**src/rtl/uart_tx_fifo.sv**
```systemverilog
// UART transmitter with a small byte FIFO in front of it. Frames are start bit,
// DATA_BITS data bits LSB first, then STOP_BITS stop bits, one bit per baud_tick.
module uart_tx_fifo #(
  parameter int DATA_BITS  = 8,
  parameter int FIFO_DEPTH = 4,
  parameter int STOP_BITS  = 1
) (
  input  logic                          clk_in,
  input  logic                          rst_n,
  input  logic                          baud_tick,
  input  logic [DATA_BITS-1:0]          tx_data,
  input  logic                          tx_valid,
  output logic                          tx_ready,
  output logic                          tx,
  output logic                          busy,
  output logic [$clog2(FIFO_DEPTH):0]   fifo_count
);

  localparam int AW = $clog2(FIFO_DEPTH);
  localparam int CW = AW + 1;
  localparam int BW = (DATA_BITS > 2) ? $clog2(DATA_BITS) : 1;

  localparam logic [BW-1:0] LAST_BIT  = BW'(DATA_BITS - 1);
  localparam logic          LAST_STOP = 1'(STOP_BITS - 1);
  localparam logic [CW-1:0] FULL_CNT  = CW'(FIFO_DEPTH);

  typedef enum logic [1:0] {
    IDLE,
    START,
    DATA,
    STOP
  } state_e;

  // FIFO storage and bookkeeping
  logic [DATA_BITS-1:0] mem [FIFO_DEPTH];
  logic [AW-1:0]        wr_ptr_q;
  logic [AW-1:0]        rd_ptr_q;
  logic [CW-1:0]        count_q;
  logic                 push;
  logic                 pop;
  logic                 fifo_empty;
  logic [DATA_BITS-1:0] head;

  // Transmitter state
  state_e               state_q;
  state_e               state_d;
  logic [DATA_BITS-1:0] shift_q;
  logic [DATA_BITS-1:0] shift_d;
  logic [BW-1:0]        bit_cnt_q;
  logic [BW-1:0]        bit_cnt_d;
  logic                 stop_cnt_q;
  logic                 stop_cnt_d;
  logic                 tx_q;
  logic                 tx_d;

  assign fifo_empty = (count_q == '0);
  assign head       = mem[rd_ptr_q];
  assign push       = tx_valid && tx_ready;

  // NOTE: the storage array carries no reset; only the pointers and count need
  // one, and leaving the data unreset lets it map onto plain RAM/flops without
  // a reset network. Stale entries are never visible because count gates reads.
  always_ff @(posedge clk_in) begin
    if (push) begin
      mem[wr_ptr_q] <= tx_data;
    end
  end

  // NOTE: sequential state is updated with non-blocking assignments so every
  // register samples the pre-edge values, independent of statement order.
  always_ff @(posedge clk_in or negedge rst_n) begin
    if (!rst_n) begin
      wr_ptr_q <= '0;
      rd_ptr_q <= '0;
      count_q  <= '0;
    end else begin
      if (push) begin
        wr_ptr_q <= wr_ptr_q + AW'(1);
      end
      if (pop) begin
        rd_ptr_q <= rd_ptr_q + AW'(1);
      end
      unique case ({push, pop})
        2'b10:   count_q <= count_q + CW'(1);
        2'b01:   count_q <= count_q - CW'(1);
        default: count_q <= count_q;
      endcase
    end
  end

  // State register together with the registered serial datapath
  always_ff @(posedge clk_in or negedge rst_n) begin
    if (!rst_n) begin
      state_q    <= IDLE;
      shift_q    <= '0;
      bit_cnt_q  <= '0;
      stop_cnt_q <= 1'b0;
      tx_q       <= 1'b1;
    end else begin
      state_q    <= state_d;
      shift_q    <= shift_d;
      bit_cnt_q  <= bit_cnt_d;
      stop_cnt_q <= stop_cnt_d;
      tx_q       <= tx_d;
    end
  end

  // Next-state and next-datapath logic; nothing moves without a tick
  // NOTE: every signal driven here gets a default first so no path leaves it
  // unassigned, which would otherwise infer a latch.
  always_comb begin
    state_d    = state_q;
    shift_d    = shift_q;
    bit_cnt_d  = bit_cnt_q;
    stop_cnt_d = stop_cnt_q;
    tx_d       = tx_q;
    if (baud_tick) begin
      unique case (state_q)
        IDLE: begin
          if (pop) begin
            shift_d = head;
            tx_d    = 1'b0;
            state_d = START;
          end else begin
            tx_d = 1'b1;
          end
        end
        START: begin
          tx_d      = shift_q[0];
          bit_cnt_d = '0;
          state_d   = DATA;
        end
        DATA: begin
          if (bit_cnt_q == LAST_BIT) begin
            tx_d       = 1'b1;
            stop_cnt_d = 1'b0;
            state_d    = STOP;
          end else begin
            shift_d   = shift_q >> 1;
            tx_d      = shift_q[1];
            bit_cnt_d = bit_cnt_q + BW'(1);
          end
        end
        STOP: begin
          if (stop_cnt_q != LAST_STOP) begin
            stop_cnt_d = stop_cnt_q + 1'b1;
            tx_d       = 1'b1;
          end else if (pop) begin
            // Back-to-back frame: next start bit follows the last stop bit
            shift_d = head;
            tx_d    = 1'b0;
            state_d = START;
          end else begin
            tx_d    = 1'b1;
            state_d = IDLE;
          end
        end
        default: state_d = IDLE;
      endcase
    end
  end

  // Output logic
  always_comb begin
    pop = 1'b0;
    if (baud_tick && !fifo_empty) begin
      pop = (state_q == IDLE) || ((state_q == STOP) && (stop_cnt_q == LAST_STOP));
    end
    tx_ready   = (count_q < FULL_CNT);
    busy       = (state_q != IDLE) || !fifo_empty;
    fifo_count = count_q;
    tx         = tx_q;
  end

endmodule

```
**config.mk**
```make
export PLATFORM = sky130hd
export DESIGN_NAME = uart_tx_fifo
export DESIGN_NICKNAME = d
export VERILOG_FILES = /design/src/rtl/uart_tx_fifo.sv
export SDC_FILE = /design/constraint.sdc
export NUM_CORES = 1
export LEC_CHECK = 0
export BUFFER_PORTS_ARGS = -buffer_cell sky130_fd_sc_hd__buf_4
export CAP_MARGIN = 20
export CORE_MARGIN = 2
export CORE_UTILIZATION = 60
export CTS_BUF_LIST = sky130_fd_sc_hd__clkbuf_8
export DETAILED_ROUTE_END_ITERATION = 16
export GPL_TIMING_DRIVEN = 1
export HOLD_SLACK_MARGIN = 0.05
export PLACE_DENSITY = 0.79
export SLEW_MARGIN = 10
export SYNTH_ARGS = -nofsm -noshare
export SYNTH_HDL_FRONTEND = slang
export SYNTH_SLANG_ARGS = --single-unit
```
**constraint.sdc**
```tcl
create_clock -name clk_in -period 2.62 [get_ports clk_in]
set_clock_uncertainty 0.05 [all_clocks]
set_input_delay 0.393 -clock clk_in [delete_from_list [all_inputs] [get_ports clk_in]]
set_output_delay 0.393 -clock clk_in [all_outputs]
set_load 0.01 [all_outputs]
```
==> metrics.md, run 1 <==
| Metric | Value |
|---|---|
| Outcome | `finished, final reports clean` |
| Ys Warns | `0` |
| Port Buffers | `17` |
| First-pass GRT wire length | `6.86 mm` |
| Busiest layer in global routing | `met2` |
| WP data arrival | `2.69 ns` |
| Final WL | `4.23 mm` |
| RSZ-0062 raised after global routing | `false` |
| Total power | `3.01 mW` |
| CTS tree | `done` |
| Share of layout cells above drive strength 1 | `22.5%` |
| Hold Fails Final Rpt | `0` |
| Crit. End Element | `register` |
| Hold path start | `tx_data[7]` |
| # DRC | `0` |
| Vias in the first global route | `1510` |
| Max Cap Viol | `0` |
| Gp weighted congestion | `0.850` |
| Die Y | `68.1 um` |
| Least-Margin Pin Slew | `0.777 ns` |
| WL/cell | `17.6 um` |
| Synth Flop Type | `edfxtp_1` |
| Layout Nets | `215` |
| CP startpoint kind | `register` |
| Final HPWL DP | `3.00 mm` |
| Final WS setup | `0.100 ns` |
| FF+latch count, synth | `53` |
| Slew headroom | `48.2%` |
| Leakage power | `1.07 nW` |
| Area grow syn2layout | `11.1%` |
| Post-synth EDFFs | `32` |
| Dpl cells | `231` |
| Non-Filler Cell Area, Final | `0.00274 mm^2` |
| Fmax | `0.397 GHz` |
| Die Area | `0.00464 mm^2` |
| Initial antenna violation count | `0` |
| DRT iter0 DRCs | `117` |
| Vias per cell | `5.98` |
| VDD IR-drop max | `0.586 mV` |
| Initial Util | `62.1%` |
| Met1 usage | `25.5%` |
| Via count | `1441` |
| Critical Path Fanout Max | `6` |
| Clock Latency Late Sink | `0.31 ns` |
| GR Overflow Total | `0` |
| CTS H-tree lvls | `2` |
| Num CTS Buffers | `5` |
| Sequential area share after synthesis | `60.4%` |
| Worst EP required | `2.79 ns` |
| Io pins | `18` |
| Worst min path class | `primary input to register` |
| Cells after Synth | `171` |
| Routed Antenna Nets | `0` |
| CTS Buffer Depth | `2` |
| Setup TNS | `0 ns` |
| CORE AREA | `0.00397 mm^2` |
| Rows | `23` |
| GR Layer Usage met2 | `36.2%` |
| Largest net degree at the start of global routing | `24` |
| Crit path time final | `2.52 ns` |
| Synth cell types | `37` |
| DP Worst Slack | `0.0453 ns` |
| Clk sinks | `53` |
| Drt first pass iters | `4` |
| Chip Width | `68.1 um` |
| Asr flop ratio synth | `39.6%` |
| Ant. Diodes | `0` |
| Total GRT Usage | `20.9%` |
| Avg Synthesized Cell Area | `14.4 um^2` |
| Critical R2R Launch | `state_q[0]` |
| Non-Filler Instances | `241` |
| Clock-pin slew on the worst setup and hold paths | `0.11 ns` |
| Post-DP Area | `0.00262 mm^2` |
| Final Max Tran Viols | `0` |
| Setup-failing EPs final | `0` |
| CTS root buf | `clkbuf_8` |
| Synth Cell Area | `0.00246 mm^2` |
| Crit path kind | `register to register` |
| Pwr per Cell Area | `1100 mW/mm^2` |
| Net Count, Synth | `196` |
| Crit path launch | `state_q[0]` |
| Met3 Usage GRT | `4.93%` |
| Tcrit/Tclk final | `96.2%` |
-- flip-flops by register name, indices dropped and copies added (netlist names) --
register and count:
mem 32, shift_q 8, bit_cnt_q 3, fifo_count 3
rd_ptr_q 2, state_q 2, wr_ptr_q 2, tx 1
-- final cells by class --
type                            count  area [um^2]
Timing Repair Buffer               20          153
Sequential cell                    53         1490
Inverter                           18         80.1
Fill cell                         262         1230
Clock inverter                      3         28.8
Clock buffer                        5         68.8
Tap cell                           50         62.6
Multi-Input combinational cell     92          856
-- cell usage after synthesis (3+ instances only) --
cell type | instances | area [um^2]
a221oi_1 | 5 | 43.8
a22o_1 | 5 | 43.8
and2_1 | 4 | 25.0
clkbuf_1 | 4 | 15.0
dfrtp_1 | 20 | 500
edfxtp_1 | 32 | 961
ha_1 | 12 | 150
inv_1 | 17 | 63.8
mux4_2 | 8 | 180
nand2_1 | 7 | 26.3
nand2b_1 | 3 | 18.8
nor2_1 | 3 | 11.3
nor2b_1 | 4 | 25.0
nor4_1 | 5 | 31.3
o21ai_0 | 4 | 20.0
o22ai_1 | 6 | 37.5
xnor2_1 | 5 | 43.8
-- timing repair --
action                                  4_1_cts  5_1_grt
endpoints found under the hold margin        20        0
hold buffers                                  1        0
endpoints found under the setup margin        1        1
resized for setup                             1        1
setup buffers                                 0        1
pin swaps                                     0        0
-- logic make-up after synthesis --
kind of cell,after synthesis,share of synthesized area (%)
fa+ha+maj,13,6.90
simple gates,31,7.26
xor+xnor,6,2.13
mux,12,9.04
flops,53,60.4
buf+inv,26,5.03
compound gates,30,9.29
-- cells in the final DEF (no fill, tap or decap), types with 2 or more instances in the layout --
cell	netlist	layout
dfrtp_1	20	19
and2_1	4	4
mux4_2	8	8
nor4b_1	2	2
xnor2_1	5	5
o21ai_0	4	4
buf_4	1	19
mux2_2	2	2
edfxtp_1	32	32
nor2b_1	4	4
nor2_1	3	3
a221o_1	2	2
a221oi_1	5	5
a21oi_1	2	2
clkbuf_8	0	5
a22o_1	5	5
inv_1	17	17
o31ai_1	2	2
nand2_1	7	7
nor4_1	5	5
ha_1	12	12
mux2i_1	2	2
nand2b_1	3	3
o22ai_1	6	6
-- worst max-delay path, cell delays in order, from the launching register on --
cell      delay (ns)
dfrtp_2         0.44
inv_1           0.09
ha_1            0.32
or3b_4          0.45
clkinv_8        0.08
ha_1            0.17
inv_1           0.06
fa_1            0.37
xor2_1          0.15
nor2_1          0.11
xnor2_1         0.13
-- layer usage --
layer  wire, um  share of wire (%)
met1       1770                 42
met2       2270                 54
met3        153                3.6
met4         35               0.83
met5          0                  0
-- metrics by stage --
| step | hold WS (ns) | utilization [%] |
|---|---|---|
| after detailed placement | 0.247 | 65.9 |
| after floorplan | 0.0474 | - |
| final | 0.229 | 68.9 |
| after global placement | 0.240 | 65.9 |
| after CTS | 0.219 | 68.7 |
| after global routing | 0.215 | 68.9 |
-- report_power, final --
| part | switching, mW | internal, mW |
|---|---|---|
| registers | 0.215 | 1.13 |
| clock network | 0.286 | 0.200 |
| logic | 0.592 | 0.583 |
-- final timing paths --
| path | end | slack, ns | depth (start not counted) |
|---|---|---|---|
| worst min register to register | bit_cnt_q[2] | 0.50 | 1 |
| worst max register to register | fifo_count[2] | 0.10 | 10 |
| worst min-delay path | mem[2][7] | 0.23 | 1 |
| min in group asynchronous | bit_cnt_q[2] | 0.44 | 2 |
| worst max-delay path | fifo_count[2] | 0.10 | 10 |
| max in group asynchronous | tx | 1.81 | 2 |
Power figures use the tool's default switching activity.
==> run 2: changes to the inputs <==
Settings changed: CORE_UTILIZATION 60 to 57, PLACE_DENSITY 0.79 to 0.76.
==> run 2 against run 1 <==
Clock power down 1%. Cell count fell by 0.41%. Clock-buffer cell count stayed put. Via count shrank 2.7%. Critical path depth unchanged. Sequential cell count unchanged. Combinational power about the same. Routed wire length is 1.0% higher. Core utilization down 2.2 points. Non-clock buffer count down 1. Die area up 5.0%. Largest power group unchanged.
==> metrics.md, run 2 (synthesis results as in run 1) <==
| Metric | Value |
|---|---|
| Outcome | `finished, final reports clean (unchanged)` |
| Die Area | `0.00487 mm^2 (was 0.00464 mm^2)` |
| Hold Fails Final Rpt | `0 (unchanged)` |
| Gp weighted congestion | `0.857 (was 0.850)` |
| First-pass GRT wire length | `7.14 mm (was 6.86 mm)` |
| Crit. End Element | `register (unchanged)` |
| Rows | `23 (unchanged)` |
| Worst EP required | `2.80 ns (was 2.79 ns)` |
| Kind of cell adding the most delay to the critical path | `adder cells (unchanged)` |
| Via count | `1402 (was 1441)` |
| Least-Margin Pin Slew | `0.826 ns (was 0.777 ns)` |
| Max FFs per register | `32 (unchanged)` |
| Most frequent cells in the layout | `edfxtp_1, dfrtp_1, buf_4, inv_1, ha_1 (unchanged)` |
| Total power | `2.99 mW (was 3.01 mW)` |
| Clock Latency Late Sink | `0.31 ns (about the same)` |
| Final WL | `4.28 mm (was 4.23 mm)` |
| Tcrit/Tclk final | `95.4% (was 96.2%)` |
| Final Max Tran Viols | `0 (unchanged)` |
| Largest Register | `mem (unchanged)` |
| WP data arrival | `2.68 ns (was 2.69 ns)` |
| Slowest CP cell | `or3b_4 (unchanged)` |
| Crit path kind | `register to register (unchanged)` |
| Drt first pass iters | `4 (unchanged)` |
| Non-Filler Cell Area, Final | `0.00273 mm^2 (was 0.00274 mm^2)` |
| DRT iter0 DRCs | `90 (was 117)` |
| Num CTS Buffers | `5 (unchanged)` |
| WL/cell | `17.8 um (was 17.6 um)` |
| Initial Util | `60.3% (was 62.1%)` |
| Setup-failing EPs final | `0 (unchanged)` |
| Commonest non-fill, non-tap cell in the layout | `edfxtp_1 (unchanged)` |
| Critical Path Fanout Max | `6 (unchanged)` |
| Fmax | `0.400 GHz (was 0.397 GHz)` |
| Chip Width | `69.8 um (was 68.1 um)` |
| Area grow syn2layout | `10.7% (was 11.1%)` |
| Fill cells | `298 (was 262)` |
| Vias in the first global route | `1485 (was 1510)` |
| Delay of the slowest cell on the worst path | `0.44 ns (was 0.45 ns)` |
| Io pins | `18 (unchanged)` |
| Post-DP Area | `0.00262 mm^2 (unchanged)` |
| Vias per cell | `5.84 (was 5.98)` |
| CTS Buffer Depth | `2 (unchanged)` |
| Max Cap Viol | `0 (unchanged)` |
| Crit path time final | `2.50 ns (was 2.52 ns)` |
| Dpl cells | `231 (unchanged)` |
| Leakage power | `1.07 nW (about the same)` |
| CTS root buf | `clkbuf_8 (unchanged)` |
| Port Buffers | `17 (unchanged)` |
| Non-Filler Instances | `240 (was 241)` |
| VDD IR-drop max | `0.752 mV (was 0.586 mV)` |
| # DRC | `0 (unchanged)` |
| Ant. Diodes | `0 (unchanged)` |
| Layout Nets | `214 (was 215)` |
| Clock-pin slew on the worst setup and hold paths | `0.10 ns (was 0.11 ns)` |
| Total GRT Usage | `19.2% (was 20.9%)` |
| Slew headroom | `44.9% (was 48.2%)` |
| Share of layout cells above drive strength 1 | `22.1% (was 22.5%)` |
| Worst min path class | `primary input to register (unchanged)` |
| Clk sinks | `53 (unchanged)` |
| CP bufs+invs | `3 (unchanged)` |
| CTS tree | `done (unchanged)` |
| RSZ-0062 raised after global routing | `false (unchanged)` |
| Largest net degree at the start of global routing | `24 (unchanged)` |
| Pwr per Cell Area | `1100 mW/mm^2 (about the same)` |
| Regs by FF count | `mem (32), shift_q (8) (unchanged)` |
| CP startpoint kind | `register (unchanged)` |
| Die Y | `69.8 um (was 68.1 um)` |
| CTS H-tree lvls | `2 (unchanged)` |
| Routed Antenna Nets | `0 (unchanged)` |
| CORE AREA | `0.00409 mm^2 (was 0.00397 mm^2)` |
| GR Overflow Total | `0 (unchanged)` |
| Crit-path cells | `inv_1 -> ha_1 -> or3b_4 -> clkinv_8 -> ha_1 -> inv_1 -> fa_1 -> xor2_1 -> nor2_1 -> xnor2_1 (unchanged)` |
| Setup TNS | `0 ns (unchanged)` |
| Initial antenna violation count | `0 (unchanged)` |
| Final HPWL DP | `3.14 mm (was 3.00 mm)` |
[run 2: what timing repair did]
action	CTS	global route
endpoints found under the hold margin	20	0
endpoints found under the setup margin	1	1
setup buffers	0	0
gates resized for setup	1	1
hold buffers	1	0
[run 2: routing by layer]
layer	wire [um]	GRT usage, %	up-vias
li1	-	-	669
met1	1840	23.4	706
met4	24	5.77	0
met5	0	0	-
met3	128	4.36	2
met2	2280	34.0	25
[run 2: final timing paths]
kind | startpoint | to | slack (ns) | cells past startpoint
hold reg to reg | tx | tx | 0.46 | 2
hold / removal | tx_data[5] | mem[3][5] | 0.22 | 1
max in group asynchronous | rst_n | tx | 1.80 | 2
setup / recovery | state_q[1] | fifo_count[2] | 0.12 | 10
setup reg to reg | state_q[1] | fifo_count[2] | 0.12 | 10
min in group asynchronous | rst_n | state_q[0] | 0.45 | 2
[run 2: metrics by stage]
stage / setup slack (ns) / hold WS [ns] / utilization, %
floorplan: 0.208 / 0.0474 / -
global placement: 0.158 / 0.239 / 64.1
detailed placement: 0.0312 / 0.245 / 64.1
CTS: 0.0304 / 0.213 / 66.7
global route: 0.00713 / 0.208 / 66.7
finish: 0.121 / 0.222 / 66.7
[run 2: area by class of cell]
cell class,instances,area (um^2),share of cell area (%)
Clock inverter,3,26.3,0.963
Tap cell,50,62.6,2.29
Multi-Input combinational cell,92,856,31.4
Clock buffer,5,68.8,2.52
Inverter,18,80.1,2.94
Sequential cell,53,1490,54.6
Timing Repair Buffer,19,145,5.32
[run 2: worst reg2reg max path, cell delays in order, from the launching register on]
cell and delay [ns]:
dfrtp_1 0.42, inv_1 0.11, ha_1 0.30, or3b_4 0.44
clkinv_8 0.08, ha_1 0.18, inv_1 0.06, fa_1 0.38
xor2_1 0.15, nor2_1 0.12, xnor2_1 0.13
[run 2: power by group]
part / internal, mW / total, mW / leakage [nW] / switching (mW)
logic: 0.575 / 1.16 / 0.485 / 0.588
registers: 1.13 / 1.35 / 0.534 / 0.221
clock network: 0.199 / 0.480 / 0.0495 / 0.281
total: 1.90 / 2.99 / 1.07 / 1.09
==> run 3: changes to the inputs <==
Settings changed: ABC_AREA set to 1.
==> run 3 against run 2 <==
Worst hold slack improved by 0.023 ns. Sequential cell count unchanged. Core utilization decreased by 1.6 points. Critical path type unchanged.
==> metrics.md, run 3 <==
| Metric | Value |
|---|---|
| Outcome | `finished, final reports clean (unchanged)` |
| Area grow syn2layout | `9.03% (was 10.7%)` |
| Crit path time final | `2.31 ns (was 2.50 ns)` |
| Setup repair bufs after CTS | `0 (unchanged)` |
| Avg Synthesized Cell Area | `10.6 um^2 (was 14.4 um^2)` |
| Hold depth | `1 (unchanged)` |
| Hold Slack | `0.244 ns (was 0.222 ns)` |
| Asr flop ratio synth | `39.6% (unchanged)` |
| Least-Margin Pin Slew | `0.725 ns (was 0.826 ns)` |
| DRT iter0 DRCs | `78 (was 90)` |
| RSZ-0062 raised after global routing | `false (unchanged)` |
| Synth cell types | `31 (was 37)` |
| Ys Warns | `0 (unchanged)` |
| FF+latch count, synth | `53 (unchanged)` |
| Chip Width | `71.8 um (was 69.8 um)` |
| Area share of the largest cell type after synthesis | `36.7% (was 39.0%)` |
| Commonest cells post-synth | `nand2_1, edfxtp_1, nand2_2 (was edfxtp_1, dfrtp_1, inv_1)` |
| Setup-failing EPs final | `0 (unchanged)` |
| Die Area | `0.00515 mm^2 (was 0.00487 mm^2)` |
| Critical Path Fanout Max | `6 (unchanged)` |
| # DRC | `0 (unchanged)` |
| Via count | `1654 (was 1402)` |
| Num CTS Buffers | `5 (unchanged)` |
| Final HPWL DP | `2.89 mm (was 3.14 mm)` |
| Worst R2R Setup Slack | `0.31 ns (was 0.12 ns)` |
| Synth area leaders | `edfxtp_1, dfrtp_1, nand2_1 (was edfxtp_1, dfrtp_1, mux4_2)` |
| WL/cell | `12.7 um (was 17.8 um)` |
| Fmax | `0.432 GHz (was 0.400 GHz)` |
| Total GRT Usage | `17.8% (was 19.2%)` |
| Hold EP | `mem[3][6] (was mem[3][5])` |
| Leakage power | `1.31 nW (was 1.07 nW)` |
| Cells after Synth | `248 (was 171)` |
| Routed Antenna Nets | `0 (unchanged)` |
| Reg2reg path depth | `11 (was 10)` |
| Slew headroom | `51.5% (was 44.9%)` |
| Vias in the first global route | `1495 (was 1485)` |
| Initial antenna violation count | `0 (unchanged)` |
| Tcrit/Tclk final | `88.3% (was 95.4%)` |
| Rows | `24 (was 23)` |
| CP startpoint kind | `register (unchanged)` |
| CP bufs+invs | `4 (was 3)` |
| Crit-path cells | `inv_1 -> ha_1 -> inv_1 -> nand3_4 -> inv_1 -> ha_1 -> inv_1 -> fa_1 -> a21oi_1 -> o21ai_0 -> xor2_1 (was inv_1 -> ha_1 -> or3b_4 -> clkinv_8 -> ha_1 -> inv_1 -> fa_1 -> xor2_1 -> nor2_1 -> xnor2_1)` |
| Synth Flop Type | `edfxtp_1 (unchanged)` |
| Pwr per Cell Area | `1090 mW/mm^2 (was 1100 mW/mm^2)` |
| Commonest non-fill, non-tap cell in the layout | `nand2_1 (was edfxtp_1)` |
| Final WL | `4.10 mm (was 4.28 mm)` |
| CTS H-tree lvls | `2 (unchanged)` |
| Initial Util | `59.8% (was 60.3%)` |
| Crit. End Element | `register (unchanged)` |
| Io pins | `18 (unchanged)` |
| First-pass GRT wire length | `6.99 mm (was 7.14 mm)` |
| Post-synth EDFFs | `32 (unchanged)` |
| Sequential area share after synthesis | `56.8% (was 60.4%)` |
| Largest Register | `mem (unchanged)` |
| Clock-pin slew on the worst setup and hold paths | `0.09 ns (was 0.10 ns)` |
| Yosys top cell by area | `edfxtp_1 (unchanged)` |
| VDD IR-drop max | `0.581 mV (was 0.752 mV)` |
| CORE AREA | `0.00438 mm^2 (was 0.00409 mm^2)` |
| Max FFs per register | `32 (unchanged)` |
| Worst min path class | `primary input to register (unchanged)` |
| FF-to-FF End | `fifo_count[2] (unchanged)` |
| Ant. Diodes | `0 (unchanged)` |
| Most instantiated library cell after synthesis | `nand2_1 (was edfxtp_1)` |
| Layout Nets | `295 (was 214)` |
| Worst EP required | `2.75 ns (was 2.80 ns)` |
| Drt first pass iters | `4 (unchanged)` |
| Port Buffers | `17 (unchanged)` |
| CTS tree | `done (unchanged)` |
| Total power | `3.11 mW (was 2.99 mW)` |
| Largest net degree at the start of global routing | `22 (was 24)` |
| Max Cap Viol | `0 (unchanged)` |
| Hold path start | `tx_data[6] (was tx_data[5])` |
| Delay of the slowest cell on the worst path | `0.45 ns (was 0.44 ns)` |
| CTS Buffer Depth | `2 (unchanged)` |
| WP data arrival | `2.44 ns (was 2.68 ns)` |
| Slowest CP cell | `dfrtp_1 (was or3b_4)` |
| Kind of cell adding the most delay to the critical path | `adder cells (unchanged)` |
| Setup TNS | `0 ns (unchanged)` |
| Crit path kind | `register to register (unchanged)` |
| Critical R2R Launch | `state_q[0] (was state_q[1])` |
| Final Max Tran Viols | `0 (unchanged)` |
| Vias per cell | `5.12 (was 5.84)` |
| Clock Latency Late Sink | `0.29 ns (was 0.31 ns)` |
| Post-CTS Hold Fix Bufs | `1 (unchanged)` |
| Synth Cell Area | `0.00262 mm^2 (was 0.00246 mm^2)` |
| Final design utilization | `65.2% (was 66.7%)` |
| CTS resizes | `0 (was 1)` |
| Clk sinks | `53 (unchanged)` |
| GR Overflow Total | `0 (unchanged)` |
| Gp weighted congestion | `0.795 (was 0.857)` |
| Regs by FF count | `mem (32), shift_q (8) (unchanged)` |
| Net Count, Synth | `273 (was 196)` |
| Share of layout cells above drive strength 1 | `24.4% (was 22.1%)` |
| Most used cell along the critical path | `inv_1` |
| CTS root buf | `clkbuf_8 (unchanged)` |
| Die Y | `71.8 um (was 69.8 um)` |
| Hold Fails Final Rpt | `0 (unchanged)` |
| Most frequent cells in the layout | `nand2_1, edfxtp_1, nand2_2, nand3_1, buf_4 (was edfxtp_1, dfrtp_1, buf_4, inv_1, ha_1)` |
## run 3: changes by cell type in the layout (fill, tap and decap cells not counted), moves of 6 or more
cell     change
nand2_1     +64
nand2_2     +23
nand3_1     +21
nor2_1       +9
mux4_2       -8
o22ai_1      -6
## run 3: metal layers
| metal | routed length (um) | track usage [%] | vias to the layer above |
|---|---|---|---|
| met3 | 133 | 3.80 | 2 |
| met1 | 1870 | 23.9 | 787 |
| met2 | 2070 | 29.3 | 26 |
| met5 | 0 | 0 | - |
| li1 | - | - | 839 |
| met4 | 27 | 5.45 | 0 |
## run 3: per-stage QoR
stage / cell area, um^2 / setup slack [ns] / std cells
5_1_grt: 2860 / 0.161 / 323
3_3_place_gp: 2760 / 0.392 / 314
4_1_cts: 2860 / 0.294 / 323
3_5_place_dp: 2760 / 0.313 / 314
2_1_floorplan: 2620 / 0.475 / 248
6_report: 2860 / 0.305 / 323
## run 3: cell type report
type | instances | area (um^2)
fillers | 332 | 1530
clock buffers | 5 | 68.8
clock inverters | 3 | 15.0
multi-input cells | 167 | 961
repair buffers | 22 | 168
inverters | 21 | 91.3
flip-flops and latches | 53 | 1490
well taps | 52 | 65.1
## run 3: kinds of logic (layout without fill, tap and decap cells)
family          after synthesis  after routing  share of synthesized area [%]
simple gates                139            139                           26.4
flops                        53             53                           56.8
buf+inv                      28             51                           6.54
fa+ha+maj                    13             13                           6.49
compound gates               10             10                           2.15
xor+xnor                      5              5                           1.67
## run 3: how the worst max path moves through the flow
stage	start	to	slack, ns	cells past startpoint
2_1_floorplan	state_q[0]	fifo_count[2]	0.47	11
3_3_place_gp	state_q[0]	fifo_count[2]	0.39	11
3_5_place_dp	state_q[0]	fifo_count[2]	0.31	11
4_1_cts	state_q[0]	fifo_count[2]	0.29	11
5_1_grt	state_q[0]	fifo_count[2]	0.16	11
6_report	state_q[0]	fifo_count[2]	0.31	11
## run 3: worst register-to-register path, cell delays in order, from the launching register on
cell and delay, ns:
dfrtp_1 0.45, inv_1 0.11, ha_1 0.32, inv_1 0.10, nand3_4 0.12, inv_1 0.08
ha_1 0.13, inv_1 0.06, fa_1 0.37, a21oi_1 0.15, o21ai_0 0.11, xor2_1 0.15
## run 3: power by group
| part | internal [mW] | switching, mW |
|---|---|---|
| combinational | 0.519 | 0.863 |
| clock | 0.182 | 0.240 |
| sequential | 1.12 | 0.180 |
| total | 1.82 | 1.28 |
